## config.mk

```make
export PLATFORM = sky130hd
export DESIGN_NAME = axi_mmio_console
export DESIGN_NICKNAME = d
export VERILOG_FILES = /design/src/rtl/axi_mmio_console.sv
export SDC_FILE = /design/constraint.sdc
export NUM_CORES = 1
export LEC_CHECK = 0
export BUFFER_PORTS_ARGS = -buffer_cell sky130_fd_sc_hd__buf_2
export CORE_MARGIN = 2
export CORE_UTILIZATION = 58
export CTS_CLUSTER_SIZE = 14
export DETAILED_ROUTE_END_ITERATION = 10
export PLACE_DENSITY = 0.85
export SLEW_MARGIN = 20
export SYNTH_ARGS = -nofsm -noshare
export SYNTH_HDL_FRONTEND = slang
export SYNTH_SLANG_ARGS = --single-unit
export TNS_END_PERCENT = 30
```

## constraint.sdc

```tcl
create_clock -name clk -period 5.3 [get_ports clk]
set_input_delay 0.53 -clock clk [delete_from_list [all_inputs] [get_ports clk]]
set_output_delay 0.53 -clock clk [all_outputs]
set_load 0.02 [all_outputs]
```

## src/rtl/axi_mmio_console.sv

```systemverilog
// AXI4-Lite MMIO console: byte pushes to CON_ADDR drain through a TX FIFO,
// a sticky pass/fail test register, and a STATUS word at CON_ADDR+4.
module axi_mmio_console #(
    parameter int unsigned FIFO_DEPTH = 8,
    parameter logic [31:0] CON_ADDR   = 32'h1000_0000,
    parameter logic [31:0] TEST_ADDR  = 32'h2000_0000,
    parameter logic [31:0] PASS_CODE  = 32'd123456789
) (
    input  logic        clk,
    input  logic        reset,
    input  logic        s_awvalid,
    output logic        s_awready,
    input  logic [31:0] s_awaddr,
    input  logic        s_wvalid,
    output logic        s_wready,
    input  logic [31:0] s_wdata,
    input  logic [3:0]  s_wstrb,
    output logic        s_bvalid,
    input  logic        s_bready,
    output logic [1:0]  s_bresp,
    input  logic        s_arvalid,
    output logic        s_arready,
    input  logic [31:0] s_araddr,
    output logic        s_rvalid,
    input  logic        s_rready,
    output logic [31:0] s_rdata,
    output logic [1:0]  s_rresp,
    output logic        tx_valid,
    input  logic        tx_ready,
    output logic [7:0]  tx_data,
    output logic        tests_passed,
    output logic        tests_failed
);
    localparam int          PTR_W     = $clog2(FIFO_DEPTH);
    localparam int          CNT_W     = PTR_W + 1;
    localparam logic [31:0] STAT_ADDR = CON_ADDR + 32'd4;
    localparam logic [1:0]  OKAY      = 2'b00;
    localparam logic [1:0]  SLVERR    = 2'b10;

    logic             alive;
    logic             aw_latched, w_latched, w_strb0;
    logic [31:0]      aw_addr, w_data;
    logic [7:0]       mem [FIFO_DEPTH];
    logic [PTR_W-1:0] wr_ptr, rd_ptr;
    logic [CNT_W-1:0] count;
    logic             full, empty, stall, commit, push, pop;
    logic             aw_hs, w_hs, ar_hs;
    logic             unused_strb;

    assign unused_strb = ^s_wstrb[3:1];

    assign full   = (count == CNT_W'(FIFO_DEPTH));
    assign empty  = (count == '0);
    // A TXDATA write waits while the FIFO is full, judged on the registered count.
    assign stall  = (aw_addr == CON_ADDR) && full;
    assign commit = aw_latched && w_latched && !stall;
    assign push   = commit && (aw_addr == CON_ADDR) && w_strb0;
    assign pop    = tx_valid && tx_ready;

    assign tx_valid = !empty;
    assign tx_data  = tx_valid ? mem[rd_ptr] : 8'h00;

    // alive holds the readies low for one cycle after reset is released.
    assign s_awready = alive && !aw_latched && !s_bvalid;
    assign s_wready  = alive && !w_latched && !s_bvalid;
    assign s_arready = alive && !s_rvalid;
    assign aw_hs     = s_awvalid && s_awready;
    assign w_hs      = s_wvalid && s_wready;
    assign ar_hs     = s_arvalid && s_arready;

    always_ff @(posedge clk) begin
        if (push) mem[wr_ptr] <= w_data[7:0];
    end

    always_ff @(posedge clk or posedge reset) begin
        if (reset) begin
            alive        <= 1'b0;
            aw_latched   <= 1'b0;
            w_latched    <= 1'b0;
            aw_addr      <= '0;
            w_data       <= '0;
            w_strb0      <= 1'b0;
            s_bvalid     <= 1'b0;
            s_bresp      <= OKAY;
            tests_passed <= 1'b0;
            tests_failed <= 1'b0;
            wr_ptr       <= '0;
            rd_ptr       <= '0;
            count        <= '0;
        end else begin
            alive <= 1'b1;
            if (aw_hs) begin
                aw_latched <= 1'b1;
                aw_addr    <= s_awaddr;
            end
            if (w_hs) begin
                w_latched <= 1'b1;
                w_data    <= s_wdata;
                w_strb0   <= s_wstrb[0];
            end
            if (commit) begin
                aw_latched <= 1'b0;
                w_latched  <= 1'b0;
                s_bvalid   <= 1'b1;
                if (aw_addr == CON_ADDR) begin
                    s_bresp <= OKAY;
                end else if (aw_addr == TEST_ADDR) begin
                    s_bresp <= OKAY;
                    if (!tests_passed && !tests_failed) begin
                        if (w_data == PASS_CODE) tests_passed <= 1'b1;
                        else                     tests_failed <= 1'b1;
                    end
                end else begin
                    s_bresp <= SLVERR;
                end
            end else if (s_bvalid && s_bready) begin
                s_bvalid <= 1'b0;
            end
            if (push) wr_ptr <= wr_ptr + 1'b1;
            if (pop)  rd_ptr <= rd_ptr + 1'b1;
            case ({push, pop})
                2'b10:   count <= count + 1'b1;
                2'b01:   count <= count - 1'b1;
                default: count <= count;
            endcase
        end
    end

    always_ff @(posedge clk or posedge reset) begin
        if (reset) begin
            s_rvalid <= 1'b0;
            s_rdata  <= '0;
            s_rresp  <= OKAY;
        end else if (ar_hs) begin
            s_rvalid <= 1'b1;
            if (s_araddr == STAT_ADDR) begin
                s_rdata <= {20'b0, tests_failed, tests_passed, full, empty, 1'b0, 7'(count)};
                s_rresp <= OKAY;
            end else if (s_araddr == TEST_ADDR) begin
                s_rdata <= {30'b0, tests_failed, tests_passed};
                s_rresp <= OKAY;
            end else begin
                s_rdata <= 32'hDEAD_BEEF;
                s_rresp <= SLVERR;
            end
        end else if (s_rvalid && s_rready) begin
            s_rvalid <= 1'b0;
        end
    end

endmodule
```

## Word-level counts from Yosys, hierarchy flattened

Memory sizes are Yosys's and may differ from the RTL's.
Cells that the tools add are included.

| word-level totals | value |
|---|---|
| memories | 1 |
| input bits | 108 |
| register bits | 118 |
| memory bits (writable) | 64 |

Memories:

| name | words | width | read ports | clocked after memory_dff | wr ports | RTL line | RTL |
|---|---|---|---|---|---|---|---|
| mem | 8 | 8 | 1 | 0 | 1 | 43 | `logic [7:0] mem [FIFO_DEPTH];` |

| operators by class | value |
|---|---|
| muxes and demuxes | 18 |
| add/subtract/negate cells | 4 |
| bitwise logic cells | 2 |
| equal/unequal tests | 8 |
| reductions and logical operators | 33 |

Operators by type and width:

| operator | count |
|---|---|
| equality test 32 x 29 -> 1 bit, second input constant | 2 |
| equality test 32 x 30 -> 1 bit, second input constant | 2 |
| two-way mux 32 bit | 2 |
| equality test 32 x 27 -> 1 bit, second input constant | 1 |
| logical AND 1 bit | 17 |
| two-way mux 1 bit | 10 |
| AND reduction 5 bit | 2 |
| nonzero test 2 bit | 5 |
| logical NOT 1 bit | 8 |
| two-way mux 2 bit | 4 |
| two-way mux 8 bit | 1 |
| one-hot mux 4 bit (2 select lines) | 1 |
| adder 3 x 1 -> 3 bit, second input constant | 2 |
| adder 4 x 1 -> 4 bit, second input constant | 1 |
| equality test 4 bit, second input constant | 1 |
| logical NOT 4 bit | 1 |
| subtractor 4 x 1 -> 4 bit, second input constant | 1 |
| equality test 2 x 1 -> 1 bit, second input constant | 1 |
| equality test 2 bit, second input constant | 1 |
| NOT 1 bit | 2 |

## Logic depth before layout (Yosys ltp)

| depth | value |
|---|---|
| depth after elaboration | 8 |
| mapped depth | 13 |
| depth with buffers taken out | 11 |

## Least setup slack after synthesis

No wires, ideal clock.

| path | value |
|---|---|
| path kind | register -> register |
| start | register count[3] |
| end | register count[2] |
| required time | 5.175 ns |
| stages on the path, launching flop included | 13 |
| buffers on the path | 1 |
| path slack | 2.724 ns |
| data arrival time | 2.451 ns |
| cell sequence | dfrtp_1 nor4b_4 or4b_4 nor3_2 buf_4 inv_1 ha_1 xor2_1 ha_1 a21oi_1 xor2_1 nor2_1 xor2_1 |

| on the way | value |
|---|---|
| word-level cells in the longest chain between the ends | 8 |
| elaborated cells between the ends (all ways) | 13 |

Ends and longest elaborated chain:

| item | RTL line | RTL |
|---|---|---|
| start, declared | 45 | `logic [CNT_W-1:0] count;` |
| start signal, assigned | 122 | `2'b10: count <= count + 1'b1;` |
| start signal, assigned | 123 | `2'b01: count <= count - 1'b1;` |
| start signal, assigned | 124 | `default: count <= count;` |
| equality test 4 bit | 52 | `assign full = (count == CNT_W'(FIFO_DEPTH));` |
| logical AND 1 bit | 55 | `assign stall = (aw_addr == CON_ADDR) && full;` |
| logical NOT 1 bit | 56 | `assign commit = aw_latched && w_latched && !stall;` |
| logical AND 1 bit | 56 |  |
| logical AND 1 bit (2 in series) | 57 | `assign push = commit && (aw_addr == CON_ADDR) && w_strb0;` |
| equality test 2 x 1 -> 1 bit or equality test 2 bit (tied branches) | 121 | `case ({push, pop})` |
| one-hot mux 4 bit (2 select lines) or nonzero test 2 bit (tied branches) | -- |  |

Several ways; a longest one is shown, not always the timed one.
A chain may end at the register's enable or synchronous reset.

## Worst setup path after layout

| path | value |
|---|---|
| start | register aw_addr[25] |
| end | register count[2] |

| on the way | value |
|---|---|
| word-level cells in the longest chain between the ends | 8 |
| elaborated cells between the ends (all ways) | 10 |

Ends and longest elaborated chain:

| item | RTL line | RTL |
|---|---|---|
| start, declared | 42 | `logic [31:0] aw_addr, w_data;` |
| start signal, assigned | 94 | `aw_addr <= s_awaddr;` |
| equality test 32 x 29 -> 1 bit * | 55, 57 |  |
| logical AND 1 bit | 55 |  |
| logical NOT 1 bit | 56 |  |
| logical AND 1 bit | 56 |  |
| logical AND 1 bit * (2 in series) | 57 |  |
| equality test 2 x 1 -> 1 bit or equality test 2 bit (tied branches) | 121 |  |
| one-hot mux 4 bit (2 select lines) or nonzero test 2 bit (tied branches) | -- |  |

Every way passes the cells marked *; elsewhere a longest branch is shown, timed or not.

==> summary.txt <==
Outcome
  • Status: finished clean

STA
  • Max-slew violation count: 0
  • PnR worst setup slack: 2.00 ns
  • Slew HR: 45.5%
  • Crit path time final: between 3 and 4 ns
  • Final setup viols: 0
  • RSZ-0062 raised after global routing: false
  • Fin Setup TNS: 0 ns
  • Pin slew with the least headroom to its limit: 0.818 ns
  • Worst clock skew: 0.00669 ns
  • Final Hold Fails: 0
  • Fmax: 0.303 GHz
  • Tcrit/Tclk final: 62.3%

Logic synthesis
  • Yosys top cell by area: dfrtp_1
  • Mapped cell area: 6690 sq um
  • Post-Synthesis Cells: 437
  • Seq cells post-synth: 156
  • Post-synth EDFFs: between 60 and 70
  • Sequential area share after synthesis: 63.1%
  • Synth area leaders: dfrtp_1, edfxtp_1, mux2_2
  • Asr flop ratio synth: 59.0%
  • Synth top area share: 34.4%
  • Count of unique library cells instantiated by Yosys: 51
  • Mean Syn Cell Area: 15.3 sq um
  • Synth Flop Type: dfrtp_1
  • Yosys warns: 0

Placed design
  • Cell total after placement: 692
  • DP Wirelength: about 9000 um
  • Placed Area: between 7000 and 8000 sq um
  • GP Congestion: about 0.8
  • Post-place setup slack: 2.17 ns
  • Buffers on Ports: 147

Pwr
  • Internal power: 0.00306 W
  • P_leak: ~3.3 nW
  • Flop pwr share: 46.4%
  • NetSw: approximately 0.0012 W
  • Clock power frac: between 30% and 40%
  • Combinational share of power: 22.4%
  • Cell Pwr Density: 535 nW/um^2
  • Sw frac: about 29%
  • VDD IR max: 0.386 mV

Routing
  • Antenna-violating nets left: 0
  • Avg WL per Cell: roughly 19 um
  • Vias per cell: 5.77
  • Vias: 4177
  • Met3 Routed Length: 1020 um
  • Top Metal Used: met4
  • First-pass detailed-route iteration total: 5
  • Initial drt markers: 321
  • Met2 wire length: ~7300 um
  • M1 WL: 5220 um
  • Post-Route WL: 14000 um
  • Remaining DRCs: 0

Layout
  • Nets: 681
  • Most frequent cells in the layout: buf_2, dfrtp_1, mux2_2
  • Fin util: about 71%
  • N_diodes: 0
  • Post-layout instance count excluding filler cells: just over 700
  • Design Area, Final: ~8000 sq um
  • Most common cell after layout, fill and taps aside: buf_2
  • Layout cells sized above 1: a little under half
  • Area growth, synth to finish: 19.7%
  • Fillers: 734

Floorplan
  • I/O pins: 160
  • Core Region: 11300 sq um
  • Starting density of the core: roughly 59%
  • Num rows: 39
  • Die Height: 111 um
  • DIE AREA: 12400 sq um
  • Horiz. Die Dim: 111 um

Global route
  • Initial antenna violation count: 0
  • Vias in the first global route: 4400
  • Pin count of the biggest net entering global routing: 93
  • Global route overflow: 0
  • Total global-route track usage: 24.4%
  • First-pass GRT wire length: 23300 um

Clock network
  • CTS Sinks: 156
  • # resized after CTS: 0
  • TritonCTS buffer count: 17
  • CTS Buffer Depth: 2
  • Skew-Pair Late Insertion Delay: 0.42 ns
  • CTS tree: done
  • Setup bufs post-CTS: 0
  • H-tree depth reported by CTS: 4
  • Hold buffers post-CTS: 0
  • CTS clk-pin slew, worst paths: 0.06 ns
  • CTS root buf: clkbuf_16

Setup path
  • Worst Setup Path Type: reg2reg
  • Worst path arrival time: 3.59 ns
  • Worst endpoint required time: ~5.6 ns
  • Worst-path maximum fanout: 11
  • Crit end category: register
  • Startpoint types: register

Job
  • # Max-Cap Violations: 0

Min path
  • Min-Delay Path Class: in2async
-- critical path, stage by stage, from the launching register on --
cell	delay [ns]
dfrtp_1	0.38
nor4_1	0.54
nand4_1	0.31
nor3_2	0.58
inv_1	0.15
ha_1	0.31
xor2_1	0.18
ha_1	0.20
a21oi_1	0.16
xor2_1	0.16
nor2_1	0.06
xor2_1	0.14
-- final cells by class --
class | count | area, sq um | area share, %
sequential | 156 | 4230 | 52.7
multi-input combinational | 236 | 2160 | 27.0
timing repair buffer | 150 | 762 | 9.51
clock buffer | 19 | 433 | 5.40
clock inverter | 13 | 221 | 2.76
tap | 143 | 179 | 2.23
inverter | 7 | 27.5 | 0.344
-- routing by layer --
metal | track usage, % | vias up
met1 | 29.9 | 2065
met3 | 6.53 | 38
met5 | 0 | -
met2 | 41.2 | 199
li1 | - | 1875
met4 | 10.9 | 0
-- worst paths after layout --
path                        startpoint          end  slack, ns  depth (start not counted)
max reg2reg                aw_addr[25]     count[2]       2.00                         11
min reg2reg                 w_data[21]   w_data[21]       0.50                          1
max                        aw_addr[25]     count[2]       2.00                         11
min in group clk              s_bready     s_bvalid       0.34                          2
min                              reset  aw_addr[21]       0.33                          3
max in group asynchronous        reset    rd_ptr[0]       4.35                          3
-- cells by family (layout without fill, tap and decap cells) --
logic type / Yosys count / count (layout) / share of synthesized area (%)
DFF: 156 / 156 / 63.1
buffers and inverters: 53 / 189 / 4.99
xor gates and xnor gates: 9 / 9 / 1.18
and+or+nand+nor: 89 / 89 / 8.64
other: 2 / 10 / 0.112
muxes: 92 / 92 / 18.1
AOI/OAI and AO/OA: 31 / 31 / 2.94
adders and majority gates: 5 / 5 / 0.935
-- cell usage after synthesis (all sizes together), types with 3 or more instances --
cell	count
nand2b	3
xor2	6
o21ai	8
nor4bb	4
inv	7
and4b	3
a21oi	4
nor2	27
mux4	16
and2	4
a31oi	8
nand4	7
mux2i	8
ha	5
edfxtp	64
xnor2	3
nor4b	3
buf	41
nand2	6
nor3	3
mux2	68
nor4	16
dfrtp	92
clkbuf	5
-- state kept, by name, summed over array words and instances, names as in the netlist --
register and flops:
tests_passed 1, w_data 32, aw_addr 32, w_latched 1, s_bvalid 1, tests_failed 1
wr_ptr 3, aw_latched 1, s_rvalid 1, alive 1, w_strb0 1, rd_ptr 3
s_rdata 9, mem 64, s_bresp 1, count 4
-- stage by stage --
step | hold slack, ns | power, W
2_1_floorplan | 0.472 | 0.00267
3_3_place_gp | 0.483 | 0.00287
3_5_place_dp | 0.493 | 0.00296
4_1_cts | 0.327 | 0.00431
5_1_grt | 0.330 | 0.00450
6_report | 0.326 | 0.00428
-- power by group through the flow --
stage / Clock (W) / Combinational (W) / Sequential [W]
2_1_floorplan: 0 / 0.000865 / 0.00181
3_3_place_gp: 0 / 0.000909 / 0.00196
3_5_place_dp: 0 / 0.000961 / 0.00200
4_1_cts: 0.00135 / 0.000973 / 0.00199
5_1_grt: 0.00140 / 0.00105 / 0.00205
6_report: 0.00133 / 0.000962 / 0.00199
No activity file was read; power rests on OpenSTA's default activity.
